### src/rtl/mem_access_unit.sv
// mem_access_unit: data-memory load/store stage with req/ack handshake, lane alignment and pipeline stall
module mem_access_unit #(
  parameter int ADDR_W = 32,
  parameter int TIMEOUT = 15
) (
  input  logic              clk,
  input  logic              rst,
  input  logic              en,
  input  logic              ld,
  input  logic              st,
  input  logic [2:0]        func3,
  input  logic [ADDR_W-1:0] addr,
  input  logic [31:0]       wdata,
  input  logic [4:0]        rd_in,
  output logic              stall_req,
  output logic              wb_valid,
  output logic [31:0]       load_data,
  output logic [4:0]        rd_out,
  output logic              access_err,
  output logic              mem_req,
  output logic              mem_we,
  output logic [ADDR_W-1:0] mem_addr,
  output logic [3:0]        mem_be,
  output logic [31:0]       mem_wdata,
  input  logic [31:0]       mem_rdata,
  input  logic              mem_ack
);
  typedef enum logic [1:0] {IDLE, REQ, DONE} state_t;
  state_t      r_state;
  logic [2:0]  r_f3;
  logic [1:0]  r_lane;
  logic [4:0]  r_rd;
  logic        r_ld;
`ifdef MEM_TIMEOUT_EN
  logic [3:0]  r_cnt;
`endif
  logic        w_free, w_op, w_legal_f3, w_aligned, w_accept, w_err;
  logic [3:0]  w_be;
  logic [31:0] w_wdata, w_load;
  logic [7:0]  w_byte;
  logic [15:0] w_half;
  always_comb begin
    w_free     = (r_state != REQ) & ~rst;
    w_op       = w_free & en & (ld | st);
    w_legal_f3 = ld ? (func3 inside {3'b000, 3'b001, 3'b010, 3'b100, 3'b101})
                    : (func3 inside {3'b000, 3'b001, 3'b010});
    w_aligned  = func3[1:0] == 2'b01 ? ~addr[0] : func3[1:0] == 2'b10 ? addr[1:0] == 2'b00 : 1'b1;
    w_accept   = w_op & w_legal_f3 & w_aligned;
    w_err      = w_op & ~(w_legal_f3 & w_aligned);
    stall_req  = w_accept | (r_state == REQ);
    w_be       = func3[1] ? 4'b1111 : func3[0] ? (addr[1] ? 4'b1100 : 4'b0011) : 4'b0001 << addr[1:0];
    w_wdata    = func3[1] ? wdata : func3[0] ? {2{wdata[15:0]}} : {4{wdata[7:0]}};
    w_byte     = r_lane[1] ? (r_lane[0] ? mem_rdata[31:24] : mem_rdata[23:16])
                           : (r_lane[0] ? mem_rdata[15:8]  : mem_rdata[7:0]);
    w_half     = r_lane[1] ? mem_rdata[31:16] : mem_rdata[15:0];
    w_load     = r_f3[1] ? mem_rdata
               : r_f3[0] ? {{16{~r_f3[2] & w_half[15]}}, w_half}
                         : {{24{~r_f3[2] & w_byte[7]}}, w_byte};
  end
  always_ff @(posedge clk) begin
    if (rst) begin
      r_state    <= IDLE;
      r_f3       <= '0;
      r_lane     <= '0;
      r_rd       <= '0;
      r_ld       <= 1'b0;
`ifdef MEM_TIMEOUT_EN
      r_cnt      <= '0;
`endif
      wb_valid   <= 1'b0;
      load_data  <= '0;
      rd_out     <= '0;
      access_err <= 1'b0;
      mem_req    <= 1'b0;
      mem_we     <= 1'b0;
      mem_addr   <= '0;
      mem_be     <= '0;
      mem_wdata  <= '0;
    end else begin
      wb_valid   <= 1'b0;
      access_err <= w_err;
      if (w_accept) begin
        r_state   <= REQ;
        r_f3      <= func3;
        r_lane    <= addr[1:0];
        r_rd      <= rd_in;
        r_ld      <= ld;
`ifdef MEM_TIMEOUT_EN
        r_cnt     <= '0;
`endif
        mem_req   <= 1'b1;
        mem_we    <= ~ld;
        mem_addr  <= {addr[ADDR_W-1:2], 2'b00};
        mem_be    <= w_be;
        mem_wdata <= w_wdata;
      end else if (r_state == REQ && mem_ack) begin
        r_state  <= DONE;
        mem_req  <= 1'b0;
        wb_valid <= r_ld;
        if (r_ld) begin
          load_data <= w_load;
          rd_out    <= r_rd;
        end
`ifdef MEM_TIMEOUT_EN
      end else if (r_state == REQ && r_cnt == 4'(TIMEOUT - 1)) begin
        r_state    <= DONE;
        mem_req    <= 1'b0;
        access_err <= 1'b1;
      end else if (r_state == REQ) begin
        r_cnt <= r_cnt + 4'd1;
`endif
      end
    end
  end
endmodule
### config.mk
export PLATFORM = sky130hd
export DESIGN_NAME = mem_access_unit
export DESIGN_NICKNAME = d
export VERILOG_FILES = /design/src/rtl/mem_access_unit.sv
export SDC_FILE = /design/constraint.sdc
export NUM_CORES = 1
export LEC_CHECK = 0
export ABC_AREA = 0
export CAP_MARGIN = 20
export CORE_MARGIN = 1.5
export CORE_UTILIZATION = 39
export CTS_BUF_LIST = sky130_fd_sc_hd__clkbuf_2 sky130_fd_sc_hd__clkbuf_4 sky130_fd_sc_hd__clkbuf_8
export DETAILED_ROUTE_END_ITERATION = 6
export PLACE_DENSITY_LB_ADDON = 0.1
export SLEW_MARGIN = 30
export SYNTH_ARGS = -nofsm -noshare
export SYNTH_HDL_FRONTEND = slang
export SYNTH_SLANG_ARGS = --single-unit
### constraint.sdc
create_clock -name clk -period 2.8 [get_ports clk]
set_input_delay 0.28 -clock clk [delete_from_list [all_inputs] [get_ports clk]]
set_output_delay 0.28 -clock clk [all_outputs]
set_load 0.02 [all_outputs]
==> metrics.txt <==
Min-Delay Path Depth 4; Max-Cap Viols 0; startpoint types input pin; uppermost layer routed met5; Synth async-reset ratio 0%; worst setup path class in2out; sequential-to-total area share from yosys stat 47.74%; DR WL met3 1134 µm; CTS tree done; hold_buf cts 0; clk slew on worst S/H paths 60 ps; Post-CTS Resized 0; Post-Syn Area 4990 µm²; Final Cell Area around 7700 µm²; # diodes 0; layout cell share with drive strength beyond 1 9.223%; VDD IR max ~0.38 mV; Skew-Pair Late Insertion Delay 430 ps; EDFF count, synth 0; total clock sinks approximately 120; initial core utilization 39.70%; Crit. End Element output pin; worst min-delay path class in2reg; syn avg cell area about 8.2 µm²; Worst Hold Launch rst; initial DRC count between 200 and 300; Die H 116.1 µm; CTS root buffer clkbuf_8; antenna violations before repair 1; Layout Cells excl Fill 996; Final Net Count 921; total grt overflow 0; number of global-route vias before repair 4696; DR vias 5104; Site Rows 41; Placed Cells 964; Crit Path Max Fanout 10; fin crit share roughly 94%; worst r2r src r_state[1]; pin count of the biggest net entering global routing 88; met2 WL post-DR between 7000 and 8000 µm; Primary FF master, synth dfxtp_1; Static Leakage 2.645 nW; Die X 116.1 µm; reg2reg path depth 6; TNS Setup 0 ps; placed inst area 7253 µm²; CTS Buf Count 17; max_slew headroom 39.08%; run status finished, final reports clean; Slew @ Worst Pin between 900 and 1000 ps; HPWL Detailed roughly 11000 µm; core area 12570 µm²; worst path arrival time 2340 ps; crit path launch func3[0]; H-tree levels 4; Tmin final 2619 ps; Gate Count Post-Synth roughly 610; final WL roughly 16000 µm; # Post-CTS Setup Buffers 0; met1 wire length 6611 µm; fin. max-slew vios 0; Vias/cell 5.124; Routed Antenna Nets 0; Hold Violations, Final 0; router iterations before antenna repair 4; FMAX 0.3818 GHz; Distinct cells, synth 39; RSZ-0062 raised after global routing false; Wirelength per Cell 15.57 µm; first-pass GRT wire length 23930 µm; Synth Warn # 0; WP data required 2520 ps; Die ar. 13480 µm²; FF+latch count, synth 119; GPL Wtd Cong 0.8900; Area Growth Syn to Fin 53.41%; num ports 220; Pwr Density 495.2 nW/µm²; deepest clock path buffer count 2; clock skew between 6 and 7 ps; number of port buffers 217; Global Route Usage Sum 23.06%; Setup violations, final 0; residual DRC count 0
-- state kept, by name, summed over array words and instances (netlist names) --
name        flops
mem_addr       30
rd_out          5
r_f3            3
r_ld            1
access_err      1
r_state         2
r_lane          2
load_data      32
mem_wdata      32
wb_valid        1
mem_be          4
r_rd            5
mem_we          1
-- where the power goes --
part | switching [mW] | internal [mW]
clock network | 0.654 | 0.896
logic | 0.233 | 0.260
registers | 0.0189 | 1.73
-- layout by cell type (no fill, tap or decap), drive strengths merged, types with 4 or more instances in the layout --
cell and count:
a31o 6, mux2 13, dfxtp 119, nor3 4, clkdlybuf4s50 216, nand2 168, nor2 26, inv 11
clkinv 6, o21ai 45, a311oi 7, a221oi 13, a211oi 12, a22o 5, buf 13, mux2i 19
nor2b 5, clkbuf 23, a21oi 91
-- Yosys cell counts, types with 2 or more instances --
cell | n | area share (%)
mux2i_1 | 19 | 3.8
nand2b_1 | 3 | 0.38
inv_1 | 9 | 0.68
dfxtp_1 | 119 | 48
buf_2 | 18 | 1.8
clkbuf_1 | 26 | 2.0
a221oi_1 | 13 | 2.3
o21ai_0 | 44 | 4.4
a22oi_1 | 3 | 0.45
a311oi_1 | 7 | 1.2
nor3_2 | 2 | 0.40
a22o_1 | 5 | 0.88
mux2_2 | 13 | 2.9
nor2_1 | 25 | 1.9
a211oi_1 | 11 | 1.7
nand2_1 | 168 | 13
a31o_2 | 6 | 1.1
nor3_1 | 2 | 0.20
buf_4 | 4 | 0.60
a21oi_1 | 91 | 9.1
nor2b_1 | 5 | 0.63
inv_2 | 2 | 0.15
-- cells by family (layout without fill, tap and decap cells) --
| kind of cell | Yosys count | count (layout) | synth area share (%) |
|---|---|---|---|
| compound gates | 185 | 185 | 22.17 |
| flops | 119 | 119 | 47.74 |
| other cells | 1 | 2 | 0.07515 |
| simple gates | 213 | 213 | 17.33 |
| buf+inv | 61 | 272 | 5.491 |
| mux | 33 | 33 | 7.197 |
-- stage by stage --
step	hold slack [ps]	util [%]	power [mW]	worst slack [ps]
final	317.4	60.91	3.790	180.8
after global routing	299.6	60.91	3.953	59.97
after CTS	281.1	60.91	3.839	193.7
after detailed placement	446.8	57.71	2.275	199.1
after global placement	438.4	57.71	2.268	276.8
after floorplan	388.6	-	1.997	1054
-- critical path, stage by stage --
cell and delay [ps]:
clkdlybuf4s50_1 560, nor4_1 330, a31oi_2 150, or2_2 340, nand2_1 70, clkdlybuf4s50_1 600
-- layer usage --
layer / GRT usage, % / up-vias
li1: - / 2502
met1: 28.12 / 2372
met2: 37.02 / 193
met3: 7.784 / 35
met4: 10.49 / 2
met5: 0 / -
-- cell type report --
class | count | area, µm²
Tap cell | 172 | 215.2
Inverter | 11 | 41.29
Clock inverter | 9 | 97.59
Fill cell | 1157 | 4913
Multi-Input combinational cell | 433 | 2345
Sequential cell | 119 | 2382
Clock buffer | 23 | 304.0
Timing Repair Buffer | 229 | 2270
-- path summary, 6_finish.rpt --
path	to	slack, ps
hold reg to reg	mem_addr[21]	450
setup reg to reg	mem_wdata[18]	740
hold / removal	access_err	320
setup / recovery	stall_req	180
Power figures use the tool's default switching activity.
